[config.mk]
export PLATFORM = sky130hd
export DESIGN_NAME = clkrecv_flat
export DESIGN_NICKNAME = d
export VERILOG_FILES = /design/src/rtl/clkrecv_if.sv /design/src/rtl/clkrecv.sv /design/src/flat_wrapper.sv
export SDC_FILE = /design/constraint.sdc
export NUM_CORES = 1
export LEC_CHECK = 0
export ABC_AREA = 1
export BUFFER_PORTS_ARGS = -buffer_cell sky130_fd_sc_hd__buf_2
export CAP_MARGIN = 40
export CORE_MARGIN = 1
export CORE_UTILIZATION = 30
export CTS_CLUSTER_SIZE = 30
export DETAILED_ROUTE_END_ITERATION = 12
export PLACE_DENSITY = 0.6
export SLEW_MARGIN = 0
export SYNTH_ARGS = -nofsm -noshare
export SYNTH_HDL_FRONTEND = slang
export SYNTH_SLANG_ARGS = --single-unit
[constraint.sdc]
create_clock -name clk_i -period 1.7 [get_ports clk_i]
set_clock_uncertainty 0.05 [all_clocks]
set_input_delay 0.085 -clock clk_i [delete_from_list [all_inputs] [get_ports clk_i]]
set_output_delay 0.085 -clock clk_i [all_outputs]
set_load 0.02 [all_outputs]
[src/rtl/clkrecv_if.sv]
`default_nettype none
// clkrecv_if: external clock input and recovered edge/measurement outputs of clkrecv.
// master = clock source / observer side, slave = clkrecv.
interface clkrecv_if #(
  parameter int CW = 7
);
  logic          sclk_i;
  logic          rise_o;
  logic          fall_o;
  logic          active_o;
  logic [CW-1:0] half_period_o;
  logic          glitch_o;
  logic          timeout_o;

  modport master (
    output sclk_i,
    input  rise_o, fall_o, active_o, half_period_o, glitch_o, timeout_o
  );

  modport slave (
    input  sclk_i,
    output rise_o, fall_o, active_o, half_period_o, glitch_o, timeout_o
  );
endinterface
`default_nettype wire

[src/rtl/clkrecv.sv]
`default_nettype none
// clkrecv: synchronizes a slow external clock, pulses on its edges, measures its half-period
// and flags timeouts. Macro CLKRECV_GLITCH_EN enables MIN_HALF glitch detection.
module clkrecv #(
  parameter int IDLE_HIGH   = 1,
  parameter int SYNC_STAGES = 2,
  parameter int MIN_HALF    = 4,
  parameter int TIMEOUT     = 64
) (
  input  logic     clk_i,
  input  logic     rst_ni,
  clkrecv_if.slave bus
);
  localparam int              CW         = $clog2(TIMEOUT + 1);
  localparam logic            c_IDLE_LVL = (IDLE_HIGH != 0);
  localparam logic [CW-1:0]   c_CNT_MAX  = CW'(TIMEOUT - 1);
`ifdef CLKRECV_GLITCH_EN
  localparam logic [CW-1:0]   c_MIN_HALF = CW'(MIN_HALF);
`endif

  if (SYNC_STAGES < 2) begin : g_bad_sync
    $error("clkrecv: SYNC_STAGES must be at least 2");
  end
  if (MIN_HALF < 1) begin : g_bad_min_half
    $error("clkrecv: MIN_HALF must be at least 1");
  end
  if (TIMEOUT <= MIN_HALF) begin : g_bad_timeout
    $error("clkrecv: TIMEOUT must exceed MIN_HALF");
  end

  typedef enum logic [0:0] {
    S_IDLE   = 1'b0,
    S_ACTIVE = 1'b1
  } state_t;

  logic [SYNC_STAGES-1:0] r_sync;
  logic                   r_hist;
  logic                   r_edge;
  logic                   r_edge_lvl;
  logic                   w_edge;
  logic [CW-1:0]          w_meas;

  state_t                 r_state;
  logic [CW-1:0]          r_cnt;
  logic                   r_rise;
  logic                   r_fall;
  logic                   r_active;
  logic [CW-1:0]          r_half;
  logic                   r_glitch;
  logic                   r_timeout;

  assign w_edge = r_sync[SYNC_STAGES-1] ^ r_hist;
  assign w_meas = r_cnt + 1'b1;

  // Edge detect is registered once more so the FSM sees a clean single-cycle strobe.
  always_ff @(posedge clk_i or negedge rst_ni) begin
    if (!rst_ni) begin
      r_sync     <= {SYNC_STAGES{c_IDLE_LVL}};
      r_hist     <= c_IDLE_LVL;
      r_edge     <= 1'b0;
      r_edge_lvl <= c_IDLE_LVL;
    end else begin
      r_sync     <= {r_sync[SYNC_STAGES-2:0], bus.sclk_i};
      r_hist     <= r_sync[SYNC_STAGES-1];
      r_edge     <= w_edge;
      r_edge_lvl <= r_sync[SYNC_STAGES-1];
    end
  end

  always_ff @(posedge clk_i or negedge rst_ni) begin
    if (!rst_ni) begin
      r_state   <= S_IDLE;
      r_cnt     <= '0;
      r_rise    <= 1'b0;
      r_fall    <= 1'b0;
      r_active  <= 1'b0;
      r_half    <= '0;
      r_glitch  <= 1'b0;
      r_timeout <= 1'b0;
    end else begin
      r_rise    <= r_edge & r_edge_lvl;
      r_fall    <= r_edge & ~r_edge_lvl;
      r_glitch  <= 1'b0;
      r_timeout <= 1'b0;

      if (r_edge) begin
        r_cnt <= '0;
      end else if (r_cnt != c_CNT_MAX) begin
        r_cnt <= r_cnt + 1'b1;
      end

      case (r_state)
        S_IDLE: begin
          if (r_edge) begin
            r_state  <= S_ACTIVE;
            r_active <= 1'b1;
          end
        end
        S_ACTIVE: begin
          // An edge on the saturation cycle wins over the timeout and measures TIMEOUT.
          if (r_edge) begin
`ifdef CLKRECV_GLITCH_EN
            if (w_meas < c_MIN_HALF) begin
              r_glitch <= 1'b1;
            end else begin
              r_half <= w_meas;
            end
`else
            r_half <= w_meas;
`endif
          end else if (r_cnt == c_CNT_MAX) begin
            r_state   <= S_IDLE;
            r_active  <= 1'b0;
            r_timeout <= 1'b1;
          end
        end
        default: begin
          r_state  <= S_IDLE;
          r_active <= 1'b0;
        end
      endcase
    end
  end

  assign bus.rise_o        = r_rise;
  assign bus.fall_o        = r_fall;
  assign bus.active_o      = r_active;
  assign bus.half_period_o = r_half;
  assign bus.glitch_o      = r_glitch;
  assign bus.timeout_o     = r_timeout;
endmodule
`default_nettype wire

[src/flat_wrapper.sv]
// flat-port wrapper written by rule: the top's interface ports become plain ports
module clkrecv_flat 
#(
  parameter int IDLE_HIGH   = 1,
  parameter int SYNC_STAGES = 2,
  parameter int MIN_HALF    = 4,
  parameter int TIMEOUT     = 64
)
  (clk_i, rst_ni, bus_sclk_i, bus_rise_o, bus_fall_o, bus_active_o, bus_half_period_o, bus_glitch_o, bus_timeout_o);
  clkrecv_if #(.CW((7))) bus_i ();
  input  logic clk_i;
  input  logic rst_ni;
  input wire logic [$bits(bus_i.sclk_i)-1:0] bus_sclk_i;
  output wire logic [$bits(bus_i.rise_o)-1:0] bus_rise_o;
  output wire logic [$bits(bus_i.fall_o)-1:0] bus_fall_o;
  output wire logic [$bits(bus_i.active_o)-1:0] bus_active_o;
  output wire logic [$bits(bus_i.half_period_o)-1:0] bus_half_period_o;
  output wire logic [$bits(bus_i.glitch_o)-1:0] bus_glitch_o;
  output wire logic [$bits(bus_i.timeout_o)-1:0] bus_timeout_o;
  assign bus_i.sclk_i = bus_sclk_i;
  assign bus_rise_o = bus_i.rise_o;
  assign bus_fall_o = bus_i.fall_o;
  assign bus_active_o = bus_i.active_o;
  assign bus_half_period_o = bus_i.half_period_o;
  assign bus_glitch_o = bus_i.glitch_o;
  assign bus_timeout_o = bus_i.timeout_o;
  clkrecv #(.IDLE_HIGH(IDLE_HIGH), .SYNC_STAGES(SYNC_STAGES), .MIN_HALF(MIN_HALF), .TIMEOUT(TIMEOUT)) u_core (.clk_i(clk_i), .rst_ni(rst_ni), .bus(bus_i));
endmodule
* Yosys cells after proc, flatten, opt, wreduce, memory -nomap -nowiden
Index checks and enable logic that the tools add are counted.
Cells by class: bitwise gates (word level) 5, mux-type cells 13, equality and inequality tests 5, reduce and logical (&&, ||, !) cells 3, add/subtract/negate cells 1
Operator list (count):
- $mux 7 | 2
- $mux 1 | 9
- $add 7x1->7 const B | 1
- $eq 7x6->1 const B | 1
- $ne 7x6->1 const B | 1
- $ne 2x2->1 const B | 2
- $pmux 1 s2 | 2
- $reduce_and 3->1 | 1
- $and 1x1->1 | 2
- $ne 2x1->1 const B | 1
- $not 1->1 | 2
- $reduce_and 2->1 | 1
- $reduce_bool 2->1 | 1
- $xor 1x1->1 | 1
Word-level totals: bits of input ports 3, output and inout port bits 12, bits in registers 23, word-level logic and storage cells 37

* Depth between registers and ports, before layout
Gate-level depths: netlist (run 1).
depth in word-level cells 4, gate-level depth with buffers 7, depth with buffers taken out 7

* Worst setup path before layout (run 1)
No wires, ideal clock.
kind register -> register, start point register u_core.r_cnt[0], end point register u_core.r_cnt[0], data arrival time 1041 ps, path buffers 0, setup time 116 ps, slack 493 ps, stages on the path, launching flop included 7, required time 1534 ps, path through dfrtp_1 -> ha_1 -> nand3_2 -> nor2_4 -> nand2_2 -> nand2_1 -> nand2_1
Between the ends: word-level cells in the longest chain between the ends 3, elaborated cells on any way between the ends 5, those cells by class add/sub (1); eq/ne (1); mux (2); reduce/logical (1)
RTL lines:
- start, declared | RTL line clkrecv.sv:44 | logic [CW-1:0] r_cnt;
- start signal, assigned | RTL line clkrecv.sv:89 | r_cnt <= r_cnt + 1'b1;
- $add 7x1->7 | RTL line clkrecv.sv:89
- $mux 7 | RTL line clkrecv.sv:88 | end else if (r_cnt != c_CNT_MAX) begin
- $mux 7 | RTL line clkrecv.sv:86 | if (r_edge) begin
Parallel ways exist; a longest one is shown, timed or not. The select of a mux whose other input is x is not followed. A chain may end at the register's enable or synchronous reset.

* Worst setup path in the final report (run 1)
Same ends and word-level chain as after synthesis.

==> run metrics, run 1 <==
result of the run=finished clean; post-synth design cell area=948 um2; clock net sink count=23; Die Wd=58.2 um; Detailed Place HPWL=1100 um; RD Place Congestion=0.822; number of design rule violations left after detail routing=0; nature of the critical path startpoint=register; post-CTS clock slew at the launch and capture registers of the worst setup and hold paths=0.12 ns; final worst path period need=1.33 ns; number of diodes=0; TritonCTS clock tree=done; Worst R2R Setup Slack=0.37 ns; setup bufs post-CTS=0; final hold violation count=0; critical path data arrival time=1.49 ns; detailed-route vias per instance=4.22; power density over the cells=932 mW/mm2; wire length of the first global-routing pass=2700 um; largest fanout on the critical path=5; post-synthesis cell type count=19; Antenna Violating Nets Remaining=0; Initial Util=31.3%; Leak Pwr=0.578 nW; final number of max-transition violations=0; clock root buffer master=sky130_fd_sc_hd__clkbuf_4; setup repair after global routing missed its margin=no; type of destination of the critical path=register; number of instances in the synthesized netlist=97; number of CTS-inserted buffers=3; overall power after layout=1.02 mW; Final nets=119; layout overhead on the synthesized area=15.7%; worst ir drop on vdd=403 uV; number of antenna violations at the first check in global routing=0; Reg-to-Reg End=u_core.r_cnt[0]; Max-Cap Viols=0; Req. time, crit path=1.86 ns; synthesized area per cell=9.78 um2; DRT iter0 DRCs=19; register bit total from synthesis=23; portion of the clock cycle consumed by the worst path in the final layout=78.1%; largest net degree at the start of global routing=24; sequential fraction of the synthesis area=61.1%; most frequent standard cell in the layout excluding fill and tap cells=sky130_fd_sc_hd__nand2_1; Fin Setup TNS=0 ns; overall fraction of global-route tracks in use=10.6%; Worst Reg2Reg Path Length in Cells=6; Synthesized Nets=101; CTS-repair resized insts=0; number of inserted filler cells in the final layout=316; Post-Route WL=1550 um; y dimension of the die=58.2 um; type of the worst min-delay path=in2async; drt first pass iters=4; Max H-tree Level=1; count of final setup violators=0; average wire per standard cell=9.81 um; worst-case clock buffer depth=2; clock latency reported for the late side of the worst-skew pair=0.31 ns; Die Area=0.00339 mm2; Reg-to-Reg Start=u_core.r_cnt[0]; worst hold margin=0.212 ns; number of primary I/O pins=15; share of layout cells above drive strength 1=22.8%; top library cells by usage in the layout, fill and taps aside=sky130_fd_sc_hd__nand2_1, sky130_fd_sc_hd__dfrtp_1, sky130_fd_sc_hd__buf_2, sky130_fd_sc_hd__inv_1, sky130_fd_sc_hd__nand3_1; Yosys warnings=0; final global-route overflow total=0; core box area=0.00303 mm2; via total after detailed routing=666; Core Rows=20; via count of the first global-routing pass=620; start-to-end type of the worst setup path=reg2reg; f_max=753 MHz; port bufs=13
==> cell usage after synthesis <==
master | n | share of area (%)
sky130_fd_sc_hd__dfrtp_1 | 20 | 53
sky130_fd_sc_hd__buf_6 | 1 | 1.2
sky130_fd_sc_hd__buf_4 | 1 | 0.79
sky130_fd_sc_hd__dfstp_2 | 3 | 8.3
sky130_fd_sc_hd__nor2_4 | 1 | 1.2
sky130_fd_sc_hd__o21ai_0 | 3 | 1.6
sky130_fd_sc_hd__xor2_1 | 2 | 1.8
sky130_fd_sc_hd__inv_1 | 8 | 3.2
sky130_fd_sc_hd__inv_2 | 1 | 0.40
sky130_fd_sc_hd__o21bai_1 | 3 | 2.4
sky130_fd_sc_hd__a21oi_1 | 1 | 0.53
sky130_fd_sc_hd__nor2_1 | 5 | 2.0
sky130_fd_sc_hd__nand2_2 | 2 | 1.3
sky130_fd_sc_hd__nand3_2 | 2 | 2.1
sky130_fd_sc_hd__xnor2_1 | 2 | 1.8
sky130_fd_sc_hd__conb_1 | 1 | 0.40
sky130_fd_sc_hd__ha_1 | 1 | 1.3
sky130_fd_sc_hd__nand3_1 | 8 | 4.2
sky130_fd_sc_hd__nand2_1 | 32 | 13
==> state kept, by name (all words and copies together), names as in the netlist <==
signal	count
u_core.bus.half_period_o	7
u_core.r_cnt	7
u_core.r_hist	1
u_core.r_state	1
u_core.bus.fall_o	1
u_core.bus.active_o	1
u_core.r_edge	1
u_core.bus.timeout_o	1
u_core.bus.rise_o	1
u_core.r_sync	2
==> power by group <==
part	leakage (nW)	internal (mW)	switching (mW)
Sequential	0.291	0.593	0.0307
Combinational	0.269	0.0498	0.100
Clock	0.0177	0.0880	0.161
Total	0.578	0.731	0.292
==> worst max-delay path: stages (launching register included) <==
cell                      delay, ns
sky130_fd_sc_hd__dfrtp_1       0.43
sky130_fd_sc_hd__ha_1          0.24
sky130_fd_sc_hd__nand3_2       0.13
sky130_fd_sc_hd__nor2_4        0.18
sky130_fd_sc_hd__nand2_2       0.09
sky130_fd_sc_hd__nand2_1       0.06
sky130_fd_sc_hd__nand2_1       0.05
==> cell families after synthesis <==
kind of cell,share of synthesized area [%]
adders and majority gates,1.32
buffers and inverters,5.54
xor gates and xnor gates,3.69
AOI/OAI and AO/OA,4.48
DFF,61.1
and+or+nand+nor,23.5
other,0.395
==> worst max-delay path by stage <==
| stage | startpoint | to | slack [ns] | cells past startpoint |
|---|---|---|---|---|
| 6_report | u_core.r_cnt[0] | u_core.r_cnt[0] | 0.37 | 6 |
| 5_1_grt | u_core.r_cnt[0] | u_core.r_cnt[0] | 0.26 | 6 |
| 4_1_cts | u_core.r_cnt[0] | u_core.r_cnt[0] | 0.36 | 6 |
| 3_5_place_dp | u_core.r_cnt[0] | u_core.r_cnt[0] | 0.37 | 6 |
| 3_3_place_gp | u_core.r_cnt[0] | u_core.r_cnt[0] | 0.43 | 6 |
| 2_1_floorplan | u_core.r_cnt[0] | u_core.r_cnt[0] | 0.49 | 6 |
==> layer usage <==
| metal | GRT usage [%] | wire, um | vias to the layer above |
|---|---|---|---|
| li1 | - | - | 335 |
| met4 | 4.08 | 18 | 0 |
| met2 | 16.4 | 688 | 24 |
| met5 | 0 | 0 | - |
| met1 | 13.5 | 735 | 304 |
| met3 | 4.02 | 108 | 3 |
==> stage by stage <==
stage	instances	setup slack [ns]	util [%]	instance area, um2
detailed placement	152	0.370	34.7	1050
floorplan	97	0.493	-	948
finish	158	0.372	36.2	1100
global placement	152	0.430	34.7	1050
global route	158	0.264	36.2	1100
CTS	158	0.357	36.2	1100
==> area by class of cell <==
type	instances	area (um2)	share of cell area (%)
clock buffer	3	22.5	2.05
clock inverter	1	5.00	0.456
timing repair buffer	15	85.1	7.75
multi-input combinational	63	317	28.8
inverter	9	33.8	3.08
tap	44	55.1	5.02
sequential	23	579	52.8
==> timing repair <==
| action | CTS | global route |
|---|---|---|
| endpoints found under the hold margin | 21 | 0 |
| endpoints found under the setup margin | 0 | 0 |
| hold buffers | 2 | 0 |
(Power assumes the default switching activity.)
==> run 2: changes to the inputs <==
PLACE_DENSITY = 0.61   (was 0.6)
clock period = 1.2 ns   (was 1.7 ns; I/O delays follow)
==> run metrics, run 2 (synthesis results as in run 1) <==
RD Place Congestion=0.813; number of primary I/O pins=15; Die Wd=58.2 um; Final Instance Count excl. Fillers=161; result of the run=finished with violations; overall fraction of global-route tracks in use=10.9%; average wire per standard cell=10.3 um; Initial Util=31.3%; largest net degree at the start of global routing=24; Core Rows=20; core box area=0.00303 mm2; number of diodes=0; worst ir drop on vdd=600 uV; Max H-tree Level=1; Post-Route WL=1650 um; f_max=833 MHz; port bufs=13; cell area after layout=0.00115 mm2; drt first pass iters=4; most frequent standard cell in the layout excluding fill and tap cells=sky130_fd_sc_hd__nand2_1; Detailed Place HPWL=1130 um; Post-Place Setup Slack=-0.0213 ns; via total after detailed routing=688; detailed-route vias per instance=4.27; power density over the cells=1290 mW/mm2; worst setup margin=-0.000579 ns; type of the worst min-delay path=in2async; number of design rule violations left after detail routing=0; Req. time, crit path=1.36 ns; Max-Cap Viols=0; DRT iter0 DRCs=32; violated checks=negative setup slack; clock net sink count=23; worst-case clock buffer depth=2; final global-route overflow total=0; count of final setup violators=1; largest fanout on the critical path=5; Die Area=0.00339 mm2; portion of the clock cycle consumed by the worst path in the final layout=100%; critical path data arrival time=1.36 ns; TritonCTS clock tree=done; final number of max-transition violations=0; start-to-end type of the worst setup path=reg2reg; number of CTS-inserted buffers=3; final hold violation count=0; Leak Pwr=0.588 nW; share of layout cells above drive strength 1=28.2%; clock root buffer master=sky130_fd_sc_hd__clkbuf_4; Antenna Violating Nets Remaining=0; top library cells by usage in the layout, fill and taps aside=sky130_fd_sc_hd__nand2_1, sky130_fd_sc_hd__dfrtp_1, sky130_fd_sc_hd__buf_2, sky130_fd_sc_hd__inv_1, sky130_fd_sc_hd__nand3_1; y dimension of the die=58.2 um; final worst path period need=1.20 ns; wire length of the first global-routing pass=2770 um; clock latency reported for the late side of the worst-skew pair=0.31 ns; post-CTS clock slew at the launch and capture registers of the worst setup and hold paths=0.12 ns; Placed Cells=154; nature of the critical path startpoint=register; number of antenna violations at the first check in global routing=0; worst hold margin=0.184 ns; layout overhead on the synthesized area=21.2%; Post-DP Area=0.00107 mm2; setup repair after global routing missed its margin=yes; via count of the first global-routing pass=646; Final nets=122; type of destination of the critical path=register
## run 2: routing by layer
layer | track usage, % | vias up | part of all wire [%]
met3 | 4.02 | 0 | 5.0
met2 | 18.2 | 20 | 49
met5 | 0 | - | 0
li1 | - | 340 | -
met4 | 4.08 | 0 | 0
met1 | 12.9 | 328 | 46
## run 2: repair_timing
| action | in CTS | in global routing |
|---|---|---|
| gates resized for setup | 2 | 4 |
| hold buffers | 2 | 0 |
| endpoints found under the setup margin | 2 | 12 |
| pin swaps | 2 | 2 |
| hold endpoints to repair | 24 | 0 |
| buffers inserted | 0 | 1 |
## run 2: path summary, 6_finish.rpt
path	from	slack [ns]	cells after the start	endpoint
max reg2reg	u_core.r_cnt[1]	-0.0006	6	u_core.r_cnt[0]
min	rst_ni	0.18	2	u_core.bus.half_period_o[2]
max in group asynchronous	rst_ni	0.57	2	u_core.r_sync[0]
max	u_core.r_cnt[1]	-0.0006	6	u_core.r_cnt[0]
min in group clk_i	u_core.r_sync[0]	0.32	0	u_core.r_sync[1]
min reg2reg	u_core.r_sync[0]	0.32	0	u_core.r_sync[1]
## run 2: cell type report
cell class | instances | area [um2]
Tap cell | 44 | 55.1
Inverter | 9 | 33.8
Timing Repair Buffer | 18 | 108
Multi-Input combinational cell | 63 | 347
Sequential cell | 23 | 581
Fill cell | 323 | 1880
Clock buffer | 4 | 26.3
## run 2: power by group
group	leakage, nW	switching, mW	total, mW	internal (mW)
Sequential	0.290	0.0458	0.886	0.840
Clock	0.0150	0.219	0.349	0.130
Combinational	0.283	0.152	0.248	0.0954
Total	0.588	0.417	1.48	1.07
## run 2: per-stage QoR
step / total power [mW] / TNS (ns) / util, %
after global placement: 1.13 / 0 / 35.2
after global routing: 1.56 / -0.462 / 38.0
after CTS: 1.51 / 0 / 37.4
after floorplan: 1.04 / 0 / -
after detailed placement: 1.13 / -0.0318 / 35.2
final: 1.48 / -0.000579 / 38.0
## run 2: critical path, cell delays in order, from the launching register on
cell                      delay [ns]
sky130_fd_sc_hd__dfrtp_1        0.41
sky130_fd_sc_hd__ha_4           0.18
sky130_fd_sc_hd__nand3_4        0.10
sky130_fd_sc_hd__nor2_4         0.18
sky130_fd_sc_hd__nand2_2        0.09
sky130_fd_sc_hd__nand2_1        0.06
sky130_fd_sc_hd__nand2_1        0.04
